<file path="src/rtl/pic_pkg.sv">
// Shared PIC definitions: default line count, INTA state encoding and the
// rotated-priority search used by both the resolver and the ISR controller.
package pic_pkg;

    localparam int unsigned N_IRQ_DEFAULT = 8;

    typedef enum logic {
        INTA_IDLE  = 1'b0,
        INTA_ACKED = 1'b1
    } inta_state_e;

    // Index of the first set bit in vec, scanning from lowest+1 upward and wrapping modulo n.
    // Returns 0 when no bit among the low n is set.
    function automatic int unsigned rot_priority_first(
        input logic [31:0] vec,
        input int unsigned lowest,
        input int unsigned n
    );
        int unsigned idx;
        int unsigned res;
        logic        found;
        res   = 0;
        found = 1'b0;
        for (int i = 1; i <= 32; i++) begin
            if (i <= int'(n) && !found) begin
                idx = lowest + i;
                if (idx >= n) begin
                    idx = idx - n;
                end
                if (vec[idx[4:0]]) begin
                    res   = idx;
                    found = 1'b1;
                end
            end
        end
        return res;
    endfunction

endpackage

</file>
<file path="src/rtl/rot_prio_encoder.sv">
// Combinational rotating-priority encoder: picks the highest-priority set bit
// given the current lowest-priority line.
module rot_prio_encoder
    import pic_pkg::*;
#(
    parameter int unsigned N_IRQ = N_IRQ_DEFAULT,
    parameter int unsigned IDX_W = $clog2(N_IRQ)
) (
    input  logic [N_IRQ-1:0] vec_i,
    input  logic [IDX_W-1:0] lowest_i,
    output logic [IDX_W-1:0] idx_o,
    output logic             any_o
);

    logic [31:0] vec_ext;
    int unsigned first_idx;

    always_comb begin
        vec_ext              = '0;
        vec_ext[N_IRQ-1:0]   = vec_i;
        first_idx            = rot_priority_first(vec_ext, 32'(lowest_i), N_IRQ);
        idx_o                = IDX_W'(first_idx);
        any_o                = |vec_i;
    end

endmodule

</file>
<file path="src/rtl/in_service_ctrl.sv">
// In-service register controller: sets ISR bits on INTA, clears them on
// automatic / non-specific / specific EOI, and tracks rotating priority.
module in_service_ctrl
    import pic_pkg::*;
#(
    parameter  int unsigned N_IRQ = N_IRQ_DEFAULT,
    localparam int unsigned IDX_W = $clog2(N_IRQ)
) (
    input  logic             clk_i,
    input  logic             rst_ni,
    input  logic             ack1_i,
    input  logic             ack2_i,
    input  logic [IDX_W-1:0] grant_idx_i,
    input  logic             aeoi_en_i,
    input  logic             aeoi_rotate_i,
    input  logic             eoi_vld_i,
    input  logic             eoi_specific_i,
    input  logic             eoi_rotate_i,
    input  logic [IDX_W-1:0] eoi_idx_i,
    input  logic             prio_set_vld_i,
    input  logic [IDX_W-1:0] prio_set_idx_i,
    output logic [N_IRQ-1:0] isr_o,
    output logic [IDX_W-1:0] isr_top_idx_o,
    output logic             isr_any_o,
    output logic [IDX_W-1:0] lowest_prio_o,
    output logic [IDX_W-1:0] last_serviced_o,
    output logic             seq_err_o
);

    inta_state_e      state_q, state_d;
    logic [IDX_W-1:0] cur_idx_q, cur_idx_d;
    logic [N_IRQ-1:0] isr_q, isr_d;
    logic [IDX_W-1:0] lowest_q, lowest_d;
    logic [IDX_W-1:0] last_q, last_d;
    logic             seq_err_q, seq_err_d;

    logic [IDX_W-1:0] top_idx;
    logic             isr_any;
    logic             eoi_eff;
    logic [IDX_W-1:0] eoi_clr_idx;
    logic             aeoi_eff;

    rot_prio_encoder #(
        .N_IRQ (N_IRQ),
        .IDX_W (IDX_W)
    ) u_top_enc (
        .vec_i    (isr_q),
        .lowest_i (lowest_q),
        .idx_o    (top_idx),
        .any_o    (isr_any)
    );

    always_comb begin
        state_d     = state_q;
        cur_idx_d   = cur_idx_q;
        isr_d       = isr_q;
        lowest_d    = lowest_q;
        last_d      = last_q;
        seq_err_d   = 1'b0;
        aeoi_eff    = 1'b0;

        // Non-specific EOI with nothing in service is a no-op; out-of-range specific is dropped.
        eoi_clr_idx = eoi_specific_i ? eoi_idx_i : top_idx;
        eoi_eff     = eoi_vld_i &&
                      (eoi_specific_i ? (32'(eoi_idx_i) < N_IRQ) : isr_any);

        unique case (state_q)
            INTA_IDLE: begin
                if (ack2_i) begin
                    seq_err_d = 1'b1;
                end
                if (ack1_i) begin
                    state_d = INTA_ACKED;
                end
            end
            INTA_ACKED: begin
                if (ack1_i) begin
                    seq_err_d = 1'b1;
                end else if (ack2_i) begin
                    state_d  = INTA_IDLE;
                    aeoi_eff = aeoi_en_i;
                end
            end
            default: state_d = INTA_IDLE;
        endcase

        // Clears first, then the set, so an ack1 on a just-cleared bit wins.
        if (aeoi_eff) begin
            isr_d[cur_idx_q] = 1'b0;
            last_d           = cur_idx_q;
            if (aeoi_rotate_i) begin
                lowest_d = cur_idx_q;
            end
        end
        if (eoi_eff) begin
            isr_d[eoi_clr_idx] = 1'b0;
            last_d             = eoi_clr_idx;
            if (eoi_rotate_i) begin
                lowest_d = eoi_clr_idx;
            end
        end
        if (ack1_i) begin
            cur_idx_d = grant_idx_i;
            if (32'(grant_idx_i) < N_IRQ) begin
                isr_d[grant_idx_i] = 1'b1;
            end
        end
        if (prio_set_vld_i && (32'(prio_set_idx_i) < N_IRQ)) begin
            lowest_d = prio_set_idx_i;
        end
    end

    always_ff @(posedge clk_i or negedge rst_ni) begin
        if (!rst_ni) begin
            state_q   <= INTA_IDLE;
            cur_idx_q <= '0;
            isr_q     <= '0;
            lowest_q  <= IDX_W'(N_IRQ - 1);
            last_q    <= '0;
            seq_err_q <= 1'b0;
        end else begin
            state_q   <= state_d;
            cur_idx_q <= cur_idx_d;
            isr_q     <= isr_d;
            lowest_q  <= lowest_d;
            last_q    <= last_d;
            seq_err_q <= seq_err_d;
        end
    end

    assign isr_o           = isr_q;
    assign isr_top_idx_o   = top_idx;
    assign isr_any_o       = isr_any;
    assign lowest_prio_o   = lowest_q;
    assign last_serviced_o = last_q;
    assign seq_err_o       = seq_err_q;

endmodule

</file>
<file path="config.mk">
export PLATFORM = sky130hd
export DESIGN_NAME = in_service_ctrl
export DESIGN_NICKNAME = d
export VERILOG_FILES = /design/src/rtl/pic_pkg.sv /design/src/rtl/rot_prio_encoder.sv /design/src/rtl/in_service_ctrl.sv
export SDC_FILE = /design/constraint.sdc
export NUM_CORES = 1
export LEC_CHECK = 0
export CAP_MARGIN = 20
export CORE_MARGIN = 5
export CORE_UTILIZATION = 61
export DETAILED_ROUTE_END_ITERATION = 8
export DONT_BUFFER_PORTS = 1
export PLACE_DENSITY = 0.77
export REMOVE_ABC_BUFFERS = 1
export SYNTH_ARGS = -nofsm -noshare
export SYNTH_HDL_FRONTEND = slang
export SYNTH_SLANG_ARGS = --single-unit
export TNS_END_PERCENT = 20
</file>
<file path="constraint.sdc">
create_clock -name clk_i -period 6.5 [get_ports clk_i]
set_input_delay 0.65 -clock clk_i [delete_from_list [all_inputs] [get_ports clk_i]]
set_output_delay 0.65 -clock clk_i [all_outputs]
set_load 0.02 [all_outputs]
</file>
; Yosys cells after proc, flatten, opt, wreduce, memory -nomap -nowiden
; Cells that the tools add are included.
[classes]
mux = 86
order_cmp = 22
n_reduce_logical = 6
bitwise = 6
addsub = 16
[ops]
columns = cell, count
row1 = $ge A32 B4 Y1 const B, 8
row2 = $mux W5, 15
row3 = $mux W3, 23
row4 = $lt A5 B6 Y1 const B, 8
row5 = $bmux W1 S5, 8
row6 = $sub A4 B4 Y5 const B, 7
row7 = $mux W1, 32
row8 = $mux W8, 3
row9 = $add A3 B3 Y4 const B, 4
row10 = $and A8 B8 Y8, 2
row11 = $not A8 Y8, 2
row12 = $lt A3 B4 Y1 const B, 3
row13 = $demux W1 S3, 3
row14 = $ge A3 B1 Y1 const B, 3
row15 = $add A3 B2 Y4 const B, 2
row16 = $or A8 B8 Y8, 1
row17 = $reduce_or A8 Y1, 1
row18 = $add A3 B4 Y5 const B, 1
row19 = $sub A5 B4 Y5 const B, 1
row20 = $add A3 B1 Y4 const B, 1
row21 = $logic_and A1 B1 Y1, 4
row22 = $pmux W1 S2, 2
row23 = $reduce_bool A2 Y1, 1
row24 = $not A1 Y1, 1
[word_totals]
regBits = 19
inputBits = 19

; Depth between registers and ports, before layout
[depth]
ltp_word = 51
depth_mapped = 14
mapped_depth_nobuf = 12

; Cells and area by module
; A second synthesis with hierarchy kept.
[unflattened]
hier_cells = 211
hier_area_um2 = 2148.3
[by_module_without_submodules]
columns = mod, area_per_inst_um2, instances, seq_area_each_um2, cells_each
row1 = in_service_ctrl, 1148.6, 1, 479.2, 113
row2 = rot_prio_encoder, 999.7, 1, 0.0, 98

; Worst setup path after synthesis
; No wires, ideal clock.
[synth_path]
path_type = register -> output
startpoint = register lowest_q[1] (netlist: lowest_prio_o[1])
endpoint = output isr_top_idx_o[0]
path_slack_ps = 2747
stages_incl_launch_ff = 13
t_arrival_ps = 3103
path_cell_list = dfstp_2 -> buf_4 -> buf_2 -> inv_1 -> ha_1 -> clkbuf_1 -> mux4_2 -> and3_4 -> nand2b_4 -> buf_6 -> a211o_1 -> o21ai_1 -> nand2_1
[synth_between]
elab_chain_len = 20
[synth_lines]
columns = item, line
row1 = start: declaration, in_service_ctrl.sv:33  ; logic [IDX_W-1:0] lowest_q, lowest_d;
row2 = start signal: assignment, in_service_ctrl.sv:118  ; lowest_q <= IDX_W'(N_IRQ - 1);
row3 = start signal: assignment, in_service_ctrl.sv:125  ; lowest_q <= lowest_d;
row4 = $add A3 B1 Y4 or $add A3 B2 Y4 (tied branches), pic_pkg.sv:26  ; idx = lowest + i;
row5 = $ge A32 B4 Y1 or $sub A4 B4 Y5 (tied branches), "pic_pkg.sv:27, pic_pkg.sv:28"
row6 = $mux W5, pic_pkg.sv:27  ; if (idx >= n) begin
row7 = $bmux W1 S5 or $mux W5 (tied branches), "pic_pkg.sv:30, pic_pkg.sv:25"
row8 = $mux W1 (not written as such) or $bmux W1 S5 (tied branches), pic_pkg.sv:30  ; if (vec[idx[4:0]]) begin
row9 = $mux W3 or $mux W1 (tied branches), pic_pkg.sv:30
row10 = $mux W3, pic_pkg.sv:30
row11 = $mux W3, pic_pkg.sv:25  ; if (i <= int'(n) && !found) begin
row12 = (+4 left out), n/a
row13 = $mux W3, pic_pkg.sv:30
row14 = $mux W3, pic_pkg.sv:25
row15 = $mux W3, pic_pkg.sv:30
row16 = $mux W3, pic_pkg.sv:25
row17 = $mux W3, pic_pkg.sv:30
row18 = $mux W3, pic_pkg.sv:25
row19 = $mux W3, pic_pkg.sv:30
row20 = $mux W3 *, pic_pkg.sv:25
row21 = end: declaration, in_service_ctrl.sv:23  ; output logic [IDX_W-1:0] isr_top_idx_o,
; Every way passes the cells marked *; elsewhere a longest branch is shown, timed or not. The select of a mux whose other input is x is not followed.

; Worst setup path in the final report
; Ends and elaborated chain as after synthesis.

==> metrics.csv <==
stage,metric,value,unit
placed_design,Inst Count DP,249,
grt,number of global-route vias before repair,1750,
sta,Worst Skew,0.00942,ns
placed_design,GPL Wtd Cong,0.940,
setup_path,Worst setup EP type,output port,
synth,largest cells by area after synthesis,"dfrtp_1 (20%), mux4_2 (14%), nand2_1 (5.6%)",
route,Pre-antenna DRT Iters,5,
synth,mapped cell area,2020,um^2
synth,Post-synth ARST share,1.00,
grt,Total Routing Usage GR,0.246,
pwr,Peak VDD IR,0.190,mV
setup_path,Worst EP required,5.85,ns
sta,Tmin final,4.35,ns
setup_path,Critical Path Max Stage Delay,0.88,ns
min_path,Hold Crit Class,in2async,
placed_design,HPWL Detailed,3860,um
synth,Synth area leader,dfrtp_1,
clock_network,Root Driver,clkbuf_4,
setup_path,kind of critical path,reg2out,
route,Initial DRC Count,140,
pwr,Sw Share,0.525,
setup_path,CP cell instances,inv_1 > ha_1 > mux4_2 > mux2i_2 > nand4_1 > nor4_1 > o21ai_1 > nand2_1,
floorplanning,core region area,3100,um^2
sta,Slew Limit Fails,0,
grt,global-route wire length before repair,8560,um
job,max capacitance violation total,0,
sta,RSZ-0062 raised after global routing,false,
final_layout,Antenna Cells,0,
final_layout,Layout Nets,237,
synth,post-synth top area share,0.198,
sta,Final setup viols,0,
final_layout,area grow syn2layout,1.67,%
clock_network,CTS Buf Count,3,
final_layout,fin util,0.662,
pwr,clock power share,0.068,
sta,fmax,0.230,GHz
floorplanning,height of the die,67.5,um
pwr,Power Density,437,nW/um^2
route,WL/cell,20.4,um
synth,average cell area after synthesis,9.48,um^2
sta,Slew @ Worst Pin,0.832,ns
clock_network,cts repair resizes,0,
pwr,leakage power total,0.000782,uW
route,via count,1771,
final_layout,final cell count without fillers,253,
final_layout,"commonest non-fill, non-tap cell in the layout",nand2_1,
synth,Ys Warns,0,
clock_network,"Hold-fix buffers, CTS",0,
clock_network,worst skew pair latency,0.31,ns
synth,Synth Register Bits,19,
synth,sequential area share after synthesis,0.237,
sta,Setup TNS,0,ns
pwr,Logic pwr share,0.616,
setup_path,crit-path max FO,18,
setup_path,CP arrival,3.70,ns
floorplanning,Initial Util,0.651,
sta,Final Cycle Share,0.670,
grt,initial antenna violation count,0,
sta,hold slack final,0.0178,ns
synth,"EDFF count, synth",0,
route,post-route ant nets,0,
floorplanning,Die ar.,4560,um^2
synth,Syn Inst Count,213,
floorplanning,I/O pin count,38,
final_layout,share of layout cells above drive strength 1,0.201,
sta,max_slew headroom,0.440,
pwr,power after layout,897,uW
final_layout,fill cell count,267,
status,status,completed,
floorplanning,num rows,20,
pwr,Internal,426,uW
route,drt total wl,5160,um
final_layout,most frequent cells in the layout,"nand2_1 (30), o21ai_0 (16), dfrtp_1 (16)",
pwr,Net Sw Power,471,uW
placed_design,IO Port Bufs,0,
synth,synth unique cells,60,
grt,overflow left after global routing,0,
pwr,Seq pwr share,0.316,
grt,largest net degree at the start of global routing,20,
setup_path,"Slowest-stage cell, CP",dfstp_2,
clock_network,CTS clock-pin slew for the worst setup and hold paths,0.11,ns
clock_network,postcts setup bufs,0,
clock_network,clock tree buffer depth,2,
synth,"Top FF cell, synth",dfrtp_1,
floorplanning,DIE WIDTH,67.5,um
clock_network,CTS tree,built,
clock_network,# clock sinks,19,
sta,final hold violation count,0,
setup_path,Worst Setup Start Kind,register,
clock_network,htree depth,1,
route,DRC,0,
route,Avg Vias per Cell,7.00,
-- metal layers --
layer  routed length, um  share of wire  vias to the layer above  GRT usage
met5                   0              0                        -          0
met4                 220          0.043                        0      0.127
met3                 312          0.060                       23     0.0433
met2                2660           0.51                       89      0.412
met1                1970           0.38                      853      0.301
li1                    -              -                      806          -
-- worst paths after layout --
kind / cells after the start / endpoint / from / slack [ns]
worst max register to register: 10 / isr_o[0]$_DFF_PN0_ / lowest_prio_o[1]$_DFF_PN1_ / 2.40
min in group clk_i: 1 / lowest_prio_o[2]$_DFF_PN1_ / prio_set_vld_i / 0.38
worst max-delay path: 8 / isr_top_idx_o[0] / lowest_prio_o[1]$_DFF_PN1_ / 2.15
worst min-delay path: 0 / cur_idx_q[1]$_DFFE_PN0P_ / rst_ni / 0.02
worst min register to register: 1 / seq_err_o$_DFF_PN0_ / state_q$_DFF_PN0_ / 0.52
max in group asynchronous: 0 / lowest_prio_o[2]$_DFF_PN1_ / rst_ni / 6.30
-- flip-flops by register name, indices dropped and copies added, names as in the netlist --
| signal | cells |
|---|---|
| isr_o | 8 |
| cur_idx_q | 3 |
| seq_err_o | 1 |
| last_serviced_o | 3 |
| lowest_prio_o | 3 |
| state_q | 1 |
-- per-stage QoR --
step / setup slack (ns) / instance area [um^2]
global route: 1.82 / 2050
global placement: 2.67 / 2020
floorplan: 2.88 / 1960
CTS: 2.16 / 2050
detailed placement: 2.47 / 2030
finish: 2.15 / 2050
-- area by class of cell --
type | instances | area, um^2 | share of cell area
Sequential cell | 19 | 479 | 0.233
Clock buffer | 3 | 22.5 | 0.0110
Timing Repair Buffer | 1 | 7.51 | 0.00366
Inverter | 11 | 41.3 | 0.0201
Multi-Input combinational cell | 174 | 1440 | 0.703
Clock inverter | 1 | 5.00 | 0.00244
Tap cell | 44 | 55.1 | 0.0268
-- worst max-delay path, delay by kind of cell (launching register included) --
kind | cells | cell delay, ns
AO/OA/AOI/OAI | 1 | 0.15
buffers and inverters | 1 | 0.21
flip-flops | 1 | 0.88
AND/OR/NAND/NOR | 3 | 0.78
adder cells (fa/ha/maj) | 1 | 0.50
multiplexers | 2 | 0.88
-- cells in the mapped netlist, types with 3 or more instances --
library cell / count
mux2i_1: 3
o31ai_1: 4
mux2_2: 5
a21oi_1: 4
mux2i_2: 3
o21ai_1: 6
nand2b_1: 4
buf_2: 3
inv_1: 10
dfstp_2: 3
a31oi_1: 4
nor2b_1: 3
ha_1: 8
mux4_2: 13
o211ai_1: 3
nor2_1: 7
nand2_1: 30
o21bai_1: 3
clkbuf_1: 3
dfrtp_1: 16
nand3_1: 7
nor4_1: 6
o21ai_0: 16
-- cell families after synthesis --
kind of cell,count (synthesis),share of synthesized area
and+or+nand+nor,76,0.208
AOI/OAI and AO/OA,60,0.209
muxes,26,0.230
buffers and inverters,20,0.0483
DFF,19,0.237
adders and majority gates,8,0.0496
xor gates and xnor gates,4,0.0174
-- power by group through the flow --
stage	clock (uW)	combinational [uW]	sequential [uW]
final	61.1	552	283
after global routing	66.1	593	293
after CTS	61.2	546	282
after detailed placement	0	542	284
after global placement	0	528	283
after floorplan	0	451	253
No activity file was read; power rests on OpenSTA's default activity.
